<file path="src/rtl/pa_fpu_pkg.sv">
// rtl/pa_fpu_pkg.sv - FPU shared types: operation codes, CPU-interface states, register map
package pa_fpu;

  typedef enum logic [3:0] {
    op_add  = 4'd0,
    op_sub  = 4'd1,
    op_mul  = 4'd2,
    op_div  = 4'd3,
    op_sqrt = 4'd4,
    op_abs  = 4'd5,
    op_neg  = 4'd6,
    op_cmp  = 4'd7,
    op_log  = 4'd8,
    op_exp  = 4'd9
  } e_fpu_operation;

  typedef enum logic [1:0] {
    IF_IDLE  = 2'd0,
    IF_START = 2'd1,
    IF_WAIT  = 2'd2
  } e_fpu_if_state;

  localparam logic [3:0] FPU_REG_A0   = 4'h0;
  localparam logic [3:0] FPU_REG_A1   = 4'h1;
  localparam logic [3:0] FPU_REG_A2   = 4'h2;
  localparam logic [3:0] FPU_REG_A3   = 4'h3;
  localparam logic [3:0] FPU_REG_B0   = 4'h4;
  localparam logic [3:0] FPU_REG_B1   = 4'h5;
  localparam logic [3:0] FPU_REG_B2   = 4'h6;
  localparam logic [3:0] FPU_REG_B3   = 4'h7;
  localparam logic [3:0] FPU_REG_OP   = 4'h8;
  localparam logic [3:0] FPU_REG_CMD  = 4'h9;
  localparam logic [3:0] FPU_REG_RES0 = 4'hC;
  localparam logic [3:0] FPU_REG_RES1 = 4'hD;
  localparam logic [3:0] FPU_REG_RES2 = 4'hE;
  localparam logic [3:0] FPU_REG_RES3 = 4'hF;

  localparam int FPU_ST_BUSY     = 0;
  localparam int FPU_ST_DONE     = 1;
  localparam int FPU_ST_ERR_BUSY = 2;
  localparam int FPU_ST_ERR_OP   = 3;
  localparam int FPU_ST_TIMEOUT  = 4;

endpackage

</file>
<file path="src/rtl/fpu_cpu_if.sv">
// rtl/fpu_cpu_if.sv - CPU register window and launch/watchdog sequencer for the FPU core
// Optional completion interrupt enabled by defining FPU_IRQ_EN.
module fpu_cpu_if
  import pa_fpu::*;
#(
  parameter int TIMEOUT_CYCLES = 1024
) (
  input  logic           clk,
  input  logic           arst,
  input  logic           cs,
  input  logic           wr,
  input  logic           rd,
  input  logic [3:0]     addr,
  input  logic [7:0]     data_in,
  output logic [7:0]     data_out,
  output logic [31:0]    core_a,
  output logic [31:0]    core_b,
  output e_fpu_operation core_op,
  output logic           core_start,
  input  logic           core_done,
  input  logic [31:0]    core_result,
  output logic           irq
);

  localparam int CW = (TIMEOUT_CYCLES > 1) ? $clog2(TIMEOUT_CYCLES) : 1;
  localparam logic [CW-1:0] CNT_MAX = CW'(TIMEOUT_CYCLES - 1);

  e_fpu_if_state state, state_nxt;
  logic [31:0]   a_q, b_q, res_q;
  logic [3:0]    op_q;
  logic [CW-1:0] cnt;
  logic          st_done, st_err_busy, st_err_op, st_timeout;
  logic          busy, wr_en, stat_rd, cmd_go;
  logic          launch, bad_op, got_done, got_timeout;

  assign wr_en      = cs & wr;
  assign stat_rd    = cs & rd & (addr == FPU_REG_OP);
  assign busy       = (state != IF_IDLE);
  assign cmd_go     = wr_en & (addr == FPU_REG_CMD) & data_in[0];
  assign core_a     = a_q;
  assign core_b     = b_q;
  assign core_op    = e_fpu_operation'(op_q);
  assign core_start = (state == IF_START);

  always_ff @(posedge clk or posedge arst) begin
    if (arst) state <= IF_IDLE;
    else      state <= state_nxt;
  end

  always_comb begin
    state_nxt   = state;
    launch      = 1'b0;
    bad_op      = 1'b0;
    got_done    = 1'b0;
    got_timeout = 1'b0;
    unique case (state)
      IF_IDLE: begin
        if (cmd_go) begin
          if (op_q > 4'(op_exp)) begin
            bad_op = 1'b1;
          end else begin
            launch    = 1'b1;
            state_nxt = IF_START;
          end
        end
      end
      IF_START: state_nxt = IF_WAIT;
      IF_WAIT: begin
        // a done arriving on the final watchdog cycle still counts as success
        if (core_done) begin
          got_done  = 1'b1;
          state_nxt = IF_IDLE;
        end else if (cnt == CNT_MAX) begin
          got_timeout = 1'b1;
          state_nxt   = IF_IDLE;
        end
      end
      default: state_nxt = IF_IDLE;
    endcase
  end

  always_ff @(posedge clk or posedge arst) begin
    if (arst) begin
      a_q         <= '0;
      b_q         <= '0;
      op_q        <= '0;
      res_q       <= '0;
      cnt         <= '0;
      st_done     <= 1'b0;
      st_err_busy <= 1'b0;
      st_err_op   <= 1'b0;
      st_timeout  <= 1'b0;
    end else begin
      if (state == IF_START)                      cnt <= '0;
      else if (state == IF_WAIT && cnt != CNT_MAX) cnt <= cnt + CW'(1);

      if (stat_rd) begin
        st_done     <= 1'b0;
        st_err_busy <= 1'b0;
        st_err_op   <= 1'b0;
        st_timeout  <= 1'b0;
      end

      // operands and op stay frozen toward the core while a launch is in flight
      if (wr_en && addr <= FPU_REG_CMD) begin
        if (busy) begin
          st_err_busy <= 1'b1;
        end else begin
          case (addr[3:2])
            2'd0:    a_q[{addr[1:0], 3'b000} +: 8] <= data_in;
            2'd1:    b_q[{addr[1:0], 3'b000} +: 8] <= data_in;
            default: if (addr == FPU_REG_OP) op_q <= data_in[3:0];
          endcase
        end
      end

      if (launch) begin
        st_done     <= 1'b0;
        st_err_busy <= 1'b0;
        st_err_op   <= 1'b0;
        st_timeout  <= 1'b0;
      end
      if (bad_op) st_err_op <= 1'b1;
      if (got_done) begin
        res_q   <= core_result;
        st_done <= 1'b1;
      end
      if (got_timeout) st_timeout <= 1'b1;
    end
  end

  always_comb begin
    data_out = 8'h00;
    if (addr <= FPU_REG_A3)        data_out = a_q[{addr[1:0], 3'b000} +: 8];
    else if (addr <= FPU_REG_B3)   data_out = b_q[{addr[1:0], 3'b000} +: 8];
    else if (addr == FPU_REG_OP)   data_out = {3'b000, st_timeout, st_err_op, st_err_busy, st_done, busy};
    else if (addr >= FPU_REG_RES0) data_out = res_q[{addr[1:0], 3'b000} +: 8];
  end

`ifdef FPU_IRQ_EN
  logic irq_q;
  always_ff @(posedge clk or posedge arst) begin
    if (arst)                        irq_q <= 1'b0;
    else if (got_done | got_timeout) irq_q <= 1'b1;
    else if (stat_rd)                irq_q <= 1'b0;
  end
  assign irq = irq_q;
`else
  assign irq = 1'b0;
`endif

endmodule

</file>
<file path="config.mk">
export PLATFORM = sky130hd
export DESIGN_NAME = fpu_cpu_if
export DESIGN_NICKNAME = d
export VERILOG_FILES = /design/src/rtl/pa_fpu_pkg.sv /design/src/rtl/fpu_cpu_if.sv
export SDC_FILE = /design/constraint.sdc
export NUM_CORES = 1
export LEC_CHECK = 0
export CAP_MARGIN = 20
export CORE_UTILIZATION = 45
export DETAILED_ROUTE_END_ITERATION = 8
export GPL_TIMING_DRIVEN = 1
export PLACE_DENSITY = 0.76
export RECOVER_POWER = 25
export SKIP_CTS_REPAIR_TIMING = 1
export SLEW_MARGIN = 20
export SYNTH_ARGS = -nofsm -noshare
export SYNTH_HDL_FRONTEND = slang
export SYNTH_SLANG_ARGS = --single-unit
export TNS_END_PERCENT = 5
</file>
<file path="constraint.sdc">
create_clock -name clk -period 4 [get_ports clk]
set_input_delay 0.8 -clock clk [delete_from_list [all_inputs] [get_ports clk]]
set_output_delay 0.8 -clock clk [all_outputs]
set_load 0.03 [all_outputs]
</file>
==> metrics, run 1 <==
Power Dens Cells ~470 nW/um^2; length of routed met2 wiring 8460 um; number of flops mapped to enable cells by yosys 0; Cell Chain, Critical Path clkdlybuf4s50_1 -> inv_1 -> ha_1 -> and3b_1 -> a22oi_1 -> nand2_1 -> clkdlybuf4s50_1; Crit Reg-Reg Startpoint state[1]$_DFFE_PP0P_; top sig layer met4; Worst Hold Endpoint st_err_busy$_DFF_PP0_; R2R depth 4; # DRC 2; Avg Cell Area, Syn 11.1 um^2; syn_nets 548; Final Cell Area 7460 um^2; chip width 112 um; root buf cell clkbuf_16; Syn Std Cell Area 5470 um^2; FILL cells 889; die height 112 um; status complete, but fails checks; multi-input logic area 2410 um^2; Sequential cell area 2900 um^2; Worst-path clk slew 0.05 ns; routed vias/inst between 5 and 6; Overall Global Routing Usage 28.0%; share of layout cells above drive strength 1 18.9%; worst flop-to-flop path endpoint core_b[14]$_DFFE_PP0P_; Worst Hold Class reg -> reg; DRT Wirelength 16800 um; crit end category primary output; ANT cells 0; PortBufs 126; Max VDD drop 0.000387 V; register bit count reported by yosys ~120; max-slew violations 57; Num CTS Buffers 17; CP Data Required Time roughly 3.2 ns; RSZ-0062 raised after global routing no; GRT overflow 0; Final period util 96.2%; vias in the first global route 4816; initial core utilization 47.1%; final setup fails 0; clk buf depth 2; 1st-pass router iterations 6; clock latency on the worst-skew pair between 0.4 and 0.5 ns; CP peak stage delay 0.68 ns; fmax 0.260 GHz; antenna violations before repair 0; Placed Area 6870 um^2; predominant post-synthesis flop cell dfrtp_1; die footprint 12600 um^2; Max Cap Viol 1; vias 4642; largest net degree at the start of global routing 62; Worst Path Max Fanout 6; setup TNS 0 ns; Placer Congestion ~0.89; CTS tree done; ys async rst share 100%; failing checks DRC, capacitance limit, slew limit; metal3 WL 1460 um; kind of critical path in -> out; DRT met1 WL about 6300 um; Synth Instances 491; total core area 11600 um^2; CTS H-tree depth 4; Leakage 3.16 nW; Buffers & Inverters on Critical Path 3; first-pass GRT wire length 26100 um; Final min period about 3.8 ns; clock sink count 116; WL/cell approximately 22 um; min-delay src st_err_busy$_DFF_PP0_; CP Launch Type input port; hold path depth 2; antenna-violating nets left 0; Worst Max-Slew Pin Slew 2.47 ns; synth warn 0; library cells used by synthesis between 40 and 50; HPWL after DPL 11300 um; commonest non-fill, non-tap cell in the layout nand2_1; relative slew slack -65.6%; area growth from synthesis to layout 36.5%; # rows 39; final hold vios 0; arrival time of the worst setup path just over 3 ns; register area share after synthesis 53.1%; Final Net Count 679; cell mode on critical path clkdlybuf4s50_1; worst clock skew 0.00844 ns; most frequent cells in the layout nand2_1 (129), clkdlybuf4s50_1 (120), dfrtp_1 (116); CP top delay family buffers and inverters; Crit-path slowest cell clkdlybuf4s50_1; DR iter-0 viols 396; reg2reg setup slack 1.69 ns; num ports 128
-- worst reg2reg max path, stage by stage, from the launching register on --
cell and delay (ns):
dfrtp_1 0.51, and4bb_1 0.60, nand3_1 0.63, nand2_1 0.27, o21ai_0 0.14
-- state kept, by name (all words and copies together) (netlist names) --
register,cells
res_q,32
st_timeout,1
st_err_busy,1
core_op,4
state,2
st_done,1
cnt,10
core_b,32
core_a,32
st_err_op,1
-- cells in the mapped netlist, drive strengths merged (2+ instances only) --
cell type	instances	area share [%]
a21oi	6	0.55
a22oi	11	1.5
a311oi	2	0.32
and2	2	0.23
and3	3	0.34
buf	21	2.1
clkbuf	6	0.41
dfrtp	116	53
ha	7	1.6
inv	5	0.34
mux2	36	7.4
mux2i	2	0.37
mux4	24	9.9
nand2	129	8.9
nand3	14	1.6
nand4	3	0.34
nor2	5	0.34
nor3	3	0.27
nor3b	3	0.69
o211ai	2	0.27
o21ai	71	6.5
o31a	2	0.34
o31ai	3	0.41
-- logic make-up after synthesis --
group                    synth area share (%)
multiplexers                             17.7
other                                  0.0686
AO/OA/AOI/OAI                            10.5
AND/OR/NAND/NOR                          14.2
adder cells (fa/ha/maj)                  1.60
flip-flops                               53.1
buffers and inverters                    2.86
-- how the worst max path moves through the flow --
| stage | startpoint | end | slack, ns | cells past startpoint |
|---|---|---|---|---|
| after floorplan | arst | cnt[0]$_DFFE_PP0P_ | 0.13 | 1 |
| after global placement | addr[1] | data_out[3] | 0.23 | 7 |
| after detailed placement | addr[1] | data_out[3] | 0.19 | 7 |
| after CTS | addr[1] | data_out[3] | 0.14 | 7 |
| after global routing | addr[1] | data_out[3] | 0.03 | 7 |
| final | addr[1] | data_out[3] | 0.15 | 7 |
-- area by class of cell --
class	count	share of cell area, %
inverter	5	0.268
multi-input combinational	343	32.3
timing repair buffer	139	18.0
tap	143	2.40
clock buffer	18	5.75
clock inverter	14	2.41
sequential	116	38.9
-- metal layers --
metal  global-route usage, %  up-vias
met5                       0        -
li1                        -     2013
met1                    33.6     2328
met3                    7.18       49
met4                    14.6        0
met2                    47.0      252
-- power breakdown --
group	internal (mW)	total, mW	switching [mW]
Sequential	1.30	1.41	0.104
Combinational	0.273	0.561	0.289
Clock	0.986	1.57	0.583
-- per-stage QoR --
| step | setup slack [ns] | util, % | hold WS (ns) | std cells | total power [mW] |
|---|---|---|---|---|---|
| after floorplan | 0.128 | - | 0.446 | 491 | 1.72 |
| after global routing | 0.0278 | 64.3 | 0.525 | 778 | 3.65 |
| after CTS | 0.144 | 64.4 | 0.495 | 778 | 3.55 |
| final | 0.151 | 64.3 | 0.498 | 778 | 3.54 |
| after global placement | 0.225 | 59.1 | 0.471 | 746 | 1.96 |
| after detailed placement | 0.192 | 59.1 | 0.477 | 746 | 1.97 |
(Power assumes the default switching activity.)
==> run 2: changes to the inputs <==
--- a/config.mk
+++ b/config.mk
@@ -6,6 +6,7 @@
 export NUM_CORES = 1
 export LEC_CHECK = 0
 export CAP_MARGIN = 20
+export CORE_MARGIN = 2
 export CORE_UTILIZATION = 45
 export DETAILED_ROUTE_END_ITERATION = 8
 export GPL_TIMING_DRIVEN = 1
==> metrics, run 2 (synthesized netlist as in run 1, its figures left out) <==
CP Launch Type input port; first-pass GRT wire length 25500 um (-2.3%); chip width 114 um (+1.8%); die height 114 um (+1.8%); vias 4592 (-1.1%); Max VDD drop 0.000231 V (-40%); CP peak stage delay 0.59 ns (-0.09 ns); CP Data Required Time 3.20 ns (about the same); most frequent cells in the layout nand2_1 (129), clkdlybuf4s50_1 (121), dfrtp_1 (116); # rows 40 (+2.6%); Max Cap Viol 1 (unchanged); Buffers & Inverters on Critical Path 4 (+1); Leakage 3.14 nW (-0.42%); Worst Path Max Fanout 17 (+11); Int Pwr 2.42 mW (-5.7%); PortBufs 126 (unchanged); Final Net Count 680 (+0.15%); switching share of power 26.9% (-0.69 points); initial core utilization 45.9% (-1.2 points); largest net degree at the start of global routing 75 (+21%); combinational fraction of design power 17.1% (+1.2 points); share of layout cells above drive strength 1 18.3% (-0.57 points); commonest non-fill, non-tap cell in the layout nand2_1; post-route total power 3.30 mW (-6.6%); status complete, but fails checks; Crit-path slowest cell clkdlybuf4s50_1; DRT Wirelength 16300 um (-2.9%); Worst Hold Class reg -> reg; min-delay src st_done$_DFFE_PP0P_; Worst-path clk slew 0.05 ns (about the same); Final min period 3.86 ns (+0.00942 ns); CTS H-tree depth 4 (unchanged); antenna violations before repair 0 (unchanged); cell mode on critical path clkdlybuf4s50_1; clk buf depth 2 (unchanged); Final WS setup 0.142 ns (-0.00942 ns); failing checks capacitance limit, slew limit; routed vias/inst 5.89 (-1.3%); worst clock skew 0.00793 ns (-0.000511 ns); Final period util 96.5% (+0.24 points); Num CTS Buffers 17 (unchanged); DR iter-0 viols 385 (-2.8%); area growth from synthesis to layout 35.3%; max-slew violations 44 (-23%); vias in the first global route 4783 (-0.69%); Worst Setup SP addr[1]; DP Worst Slack 0.139 ns (-0.0536 ns); setup TNS 0 ns (unchanged); Placed Area 6900 um^2 (+0.40%); kind of critical path in -> out; Overall Global Routing Usage 26.1% (-1.9 points); root buf cell clkbuf_16; CTS tree done; relative slew slack -22.0% (+44 points); arrival time of the worst setup path 3.06 ns (about the same); antenna-violating nets left 0 (unchanged); WL/cell 20.9 um (-3.1%); switching pwr 0.889 mW (-8.9%); Clk pwr share 40.6% (-3.8 points); CP top delay family buffers and inverters; Worst Max-Slew Pin Slew 1.82 ns (-0.651 ns); final hold vios 0 (unchanged); 1st-pass router iterations 5 (-1); Cell Chain, Critical Path clkdlybuf4s50_1 -> buf_12 -> inv_1 -> ha_1 -> and3b_1 -> o21ai_0 -> nand2_1 -> a221o_1 -> clkdlybuf4s50_1; RSZ-0062 raised after global routing no; Crit Reg-Reg Startpoint state[1]$_DFFE_PP0P_; ANT cells 0 (unchanged); total core area 11900 um^2 (+2.6%); crit end category primary output; Power Dens Cells 447 nW/um^2 (-5.8%); clock latency on the worst-skew pair 0.41 ns (about the same); # DRC 0 (-2); Final Cell Area 7400 um^2 (-0.85%); FILL cells 940 (+5.7%); Sequential Power Share 42.3% (+2.5 points); GRT overflow 0 (unchanged); Final Util 62.1% (-2.1 points); clock sink count 116 (unchanged); Placer Congestion 0.869 (-2.6%); final setup fails 0 (unchanged); die footprint 13000 um^2 (+3.6%); num ports 128 (unchanged); HPWL after DPL 11000 um (-2.5%); fmax 0.259 GHz (-0.24%)
[run 2: cell types whose count changed in the layout (fill, tap and decap cells not counted)]
cell	change
buf_4	-1
clkbuf_8	+4
clkdlybuf4s50_1	+1
clkbuf_1	+1
bufinv_16	-3
clkinv_2	+5
clkinv_4	-4
clkinvlp_4	-4
inv_8	-1
inv_6	-1
buf_12	+1
[run 2: worst paths after layout]
kind                                     endpoint  slack (ns)  depth (start not counted)
max in group asynchronous   core_b[1]$_DFFE_PP0P_        0.90                          3
hold reg to reg               st_done$_DFFE_PP0P_        0.50                          2
hold / removal                st_done$_DFFE_PP0P_        0.50                          2
setup / recovery                      data_out[0]        0.14                          9
min in group asynchronous      cnt[2]$_DFFE_PP0P_        1.30                          2
setup reg to reg           core_b[15]$_DFFE_PP0P_        1.64                          4
[run 2: final cells by class]
| class | count | area, um^2 | area share, % |
|---|---|---|---|
| clock buffers | 23 | 488 | 6.59 |
| multi-input cells | 343 | 2410 | 32.5 |
| flip-flops and latches | 116 | 2900 | 39.2 |
| well taps | 147 | 184 | 2.49 |
| repair buffers | 140 | 1370 | 18.5 |
| inverters | 5 | 20.0 | 0.271 |
| clock inverters | 6 | 30.0 | 0.406 |
[run 2: worst min-delay path, delay by kind of cell, from the launching register on]
family | cells | cell delay (ns)
flip-flops | 1 | 0.36
AND/OR/NAND/NOR | 2 | 0.11
[run 2: per-stage QoR]
| stage | hold slack, ns | cells |
|---|---|---|
| final | 0.502 | 780 |
| after global routing | 0.512 | 780 |
| after CTS | 0.498 | 780 |
| after detailed placement | 0.482 | 751 |
| after global placement | 0.469 | 751 |
| after floorplan | 0.446 | 491 |
[run 2: power by group through the flow]
stage | clock network, mW | registers [mW] | logic (mW)
after global placement | 0 | 1.41 | 0.549
after floorplan | 0 | 1.46 | 0.261
after CTS | 1.35 | 1.39 | 0.570
final | 1.34 | 1.40 | 0.564
after global routing | 1.42 | 1.41 | 0.600
after detailed placement | 0 | 1.41 | 0.563
[run 2: metal layers]
| metal | wire length, um | vias up | track usage (%) |
|---|---|---|---|
| met5 | 0 | - | 0 |
| met4 | 498 | 0 | 10.7 |
| met3 | 1370 | 38 | 6.56 |
| met2 | 7870 | 245 | 41.9 |
| met1 | 6560 | 2294 | 34.1 |
| li1 | - | 2015 | - |
==> run 3: changes to the inputs <==
--- a/config.mk
+++ b/config.mk
@@ -8,6 +8,7 @@
 export CAP_MARGIN = 20
 export CORE_MARGIN = 2
 export CORE_UTILIZATION = 45
+export CTS_BUF_LIST = sky130_fd_sc_hd__clkbuf_16
 export DETAILED_ROUTE_END_ITERATION = 8
 export GPL_TIMING_DRIVEN = 1
 export PLACE_DENSITY = 0.76
==> metrics, run 3 (synthesized netlist as in run 1, its figures left out) <==
clock sink count 116 (unchanged); Power Dens Cells 436 nW/um^2 (-2.3%); relative slew slack -22.9% (-0.97 points); DRT Wirelength 16000 um (-2.1%); Leakage 3.13 nW (-0.45%); 1st-pass router iterations 6 (+1); setup TNS 0 ns (unchanged); Cell Chain, Critical Path clkdlybuf4s50_1 -> buf_12 -> inv_1 -> ha_1 -> and3b_1 -> o21ai_0 -> nand2_1 -> a221o_1 -> clkdlybuf4s50_1; kind of critical path in -> out; Final min period 3.86 ns (-0.000184 ns); Final Net Count 680 (unchanged); routed vias/inst 5.84 (-0.87%); worst clock skew 0.0102 ns (+0.00231 ns); antenna violations before repair 0 (unchanged); min-delay src st_done$_DFFE_PP0P_; initial core utilization 45.9% (unchanged); max-slew violations 44 (unchanged); status complete, but fails checks; antenna-violating nets left 0 (unchanged); Crit-path slowest cell clkdlybuf4s50_1; num ports 128 (unchanged); vias in the first global route 4728 (-1.1%); vias 4552 (-0.87%); final hold vios 0 (unchanged); Num CTS Buffers 17 (unchanged); fmax 0.259 GHz (about the same); largest net degree at the start of global routing 75 (unchanged); final setup fails 0 (unchanged); CTS H-tree depth 4 (unchanged); CTS tree done; Worst Setup SP addr[1]; root buf cell clkbuf_16; die height 114 um (unchanged); RSZ-0062 raised after global routing no; WL/cell 20.5 um (-2.1%); area growth from synthesis to layout 34.6%; Worst Hold Class reg -> reg; Worst-path clk slew 0.05 ns (about the same); Final period util 96.4% (about the same); DR iter-0 viols 297 (-23%); failing checks capacitance limit, slew limit; HPWL after DPL 11000 um (unchanged); chip width 114 um (unchanged); commonest non-fill, non-tap cell in the layout nand2_1; Worst Path Max Fanout 17 (unchanged); Overall Global Routing Usage 25.8% (-0.34 points); die footprint 13000 um^2 (unchanged); post-route total power 3.21 mW (-2.8%); Crit Reg-Reg Startpoint state[1]$_DFFE_PP0P_; CP peak stage delay 0.59 ns (about the same); most frequent cells in the layout nand2_1 (129), clkdlybuf4s50_1 (121), dfrtp_1 (116); clock latency on the worst-skew pair 0.41 ns (about the same); CP Launch Type input port; CP Data Required Time 3.20 ns (about the same); ANT cells 0 (unchanged); Max Cap Viol 1 (unchanged); Worst Max-Slew Pin Slew 1.83 ns (+0.0144 ns); share of layout cells above drive strength 1 17.7% (-0.63 points); cell mode on critical path clkdlybuf4s50_1; # DRC 0 (unchanged); first-pass GRT wire length 25300 um (-0.89%); GRT overflow 0 (unchanged); Max VDD drop 0.000229 V (-1.0%); clk buf depth 2 (unchanged); Placer Congestion 0.869 (unchanged); total core area 11900 um^2 (unchanged); crit end category primary output; PortBufs 126 (unchanged); # rows 40 (unchanged); arrival time of the worst setup path 3.06 ns (about the same)
==> run 3: cell count changes in the layout (fill, tap and decap cells not counted), sizes merged <==
cell / change
clkinv: +4
inv: +2
clkbuf: -6
==> run 3: path summary, 6_finish.rpt <==
path	end	slack [ns]	cells after the start
worst min register to register	st_done$_DFFE_PP0P_	0.50	2
worst max register to register	core_a[18]$_DFFE_PP0P_	1.74	4
max in group asynchronous	core_b[1]$_DFFE_PP0P_	0.90	3
min in group asynchronous	cnt[2]$_DFFE_PP0P_	1.30	2
worst min-delay path	st_done$_DFFE_PP0P_	0.50	2
worst max-delay path	data_out[0]	0.14	9
==> run 3: critical path: cells and delay by family <==
kind	cells	cell delay, ns
AO/OA/AOI/OAI	2	0.36
buffers and inverters	4	1.37
AND/OR/NAND/NOR	2	0.30
adder cells (fa/ha/maj)	1	0.21
==> run 3: stage by stage <==
step	hold WS, ns	setup slack (ns)	util [%]	area [um^2]	cells
final	0.500	0.142	61.8	7360	780
after global routing	0.512	0.0385	61.8	7360	780
after CTS	0.498	0.130	61.9	7370	780
after detailed placement	0.482	0.139	57.9	6900	751
after global placement	0.469	0.167	57.9	6900	751
after floorplan	0.446	0.128	-	5470	491
==> run 3: report_power, final <==
group	internal, mW	switching [mW]
Sequential	1.30	0.0934
Clock	0.755	0.496
Combinational	0.275	0.289
==> run 3: layer usage <==
layer  part of all wire (%)  wire [um]  global-route usage [%]
met3                    8.5       1350                    5.66
met5                      0          0                       0
met2                     49       7830                    41.4
met4                    2.3        362                    10.9
met1                     40       6430                    34.1
==> run 3: layout make-up <==
cell class / count / area, um^2
Clock buffer: 17 / 425
Clock inverter: 12 / 52.6
Fill cell: 944 / 4550
Inverter: 5 / 20.0
Multi-Input combinational cell: 343 / 2410
Sequential cell: 116 / 2900
Tap cell: 147 / 184
Timing Repair Buffer: 140 / 1370
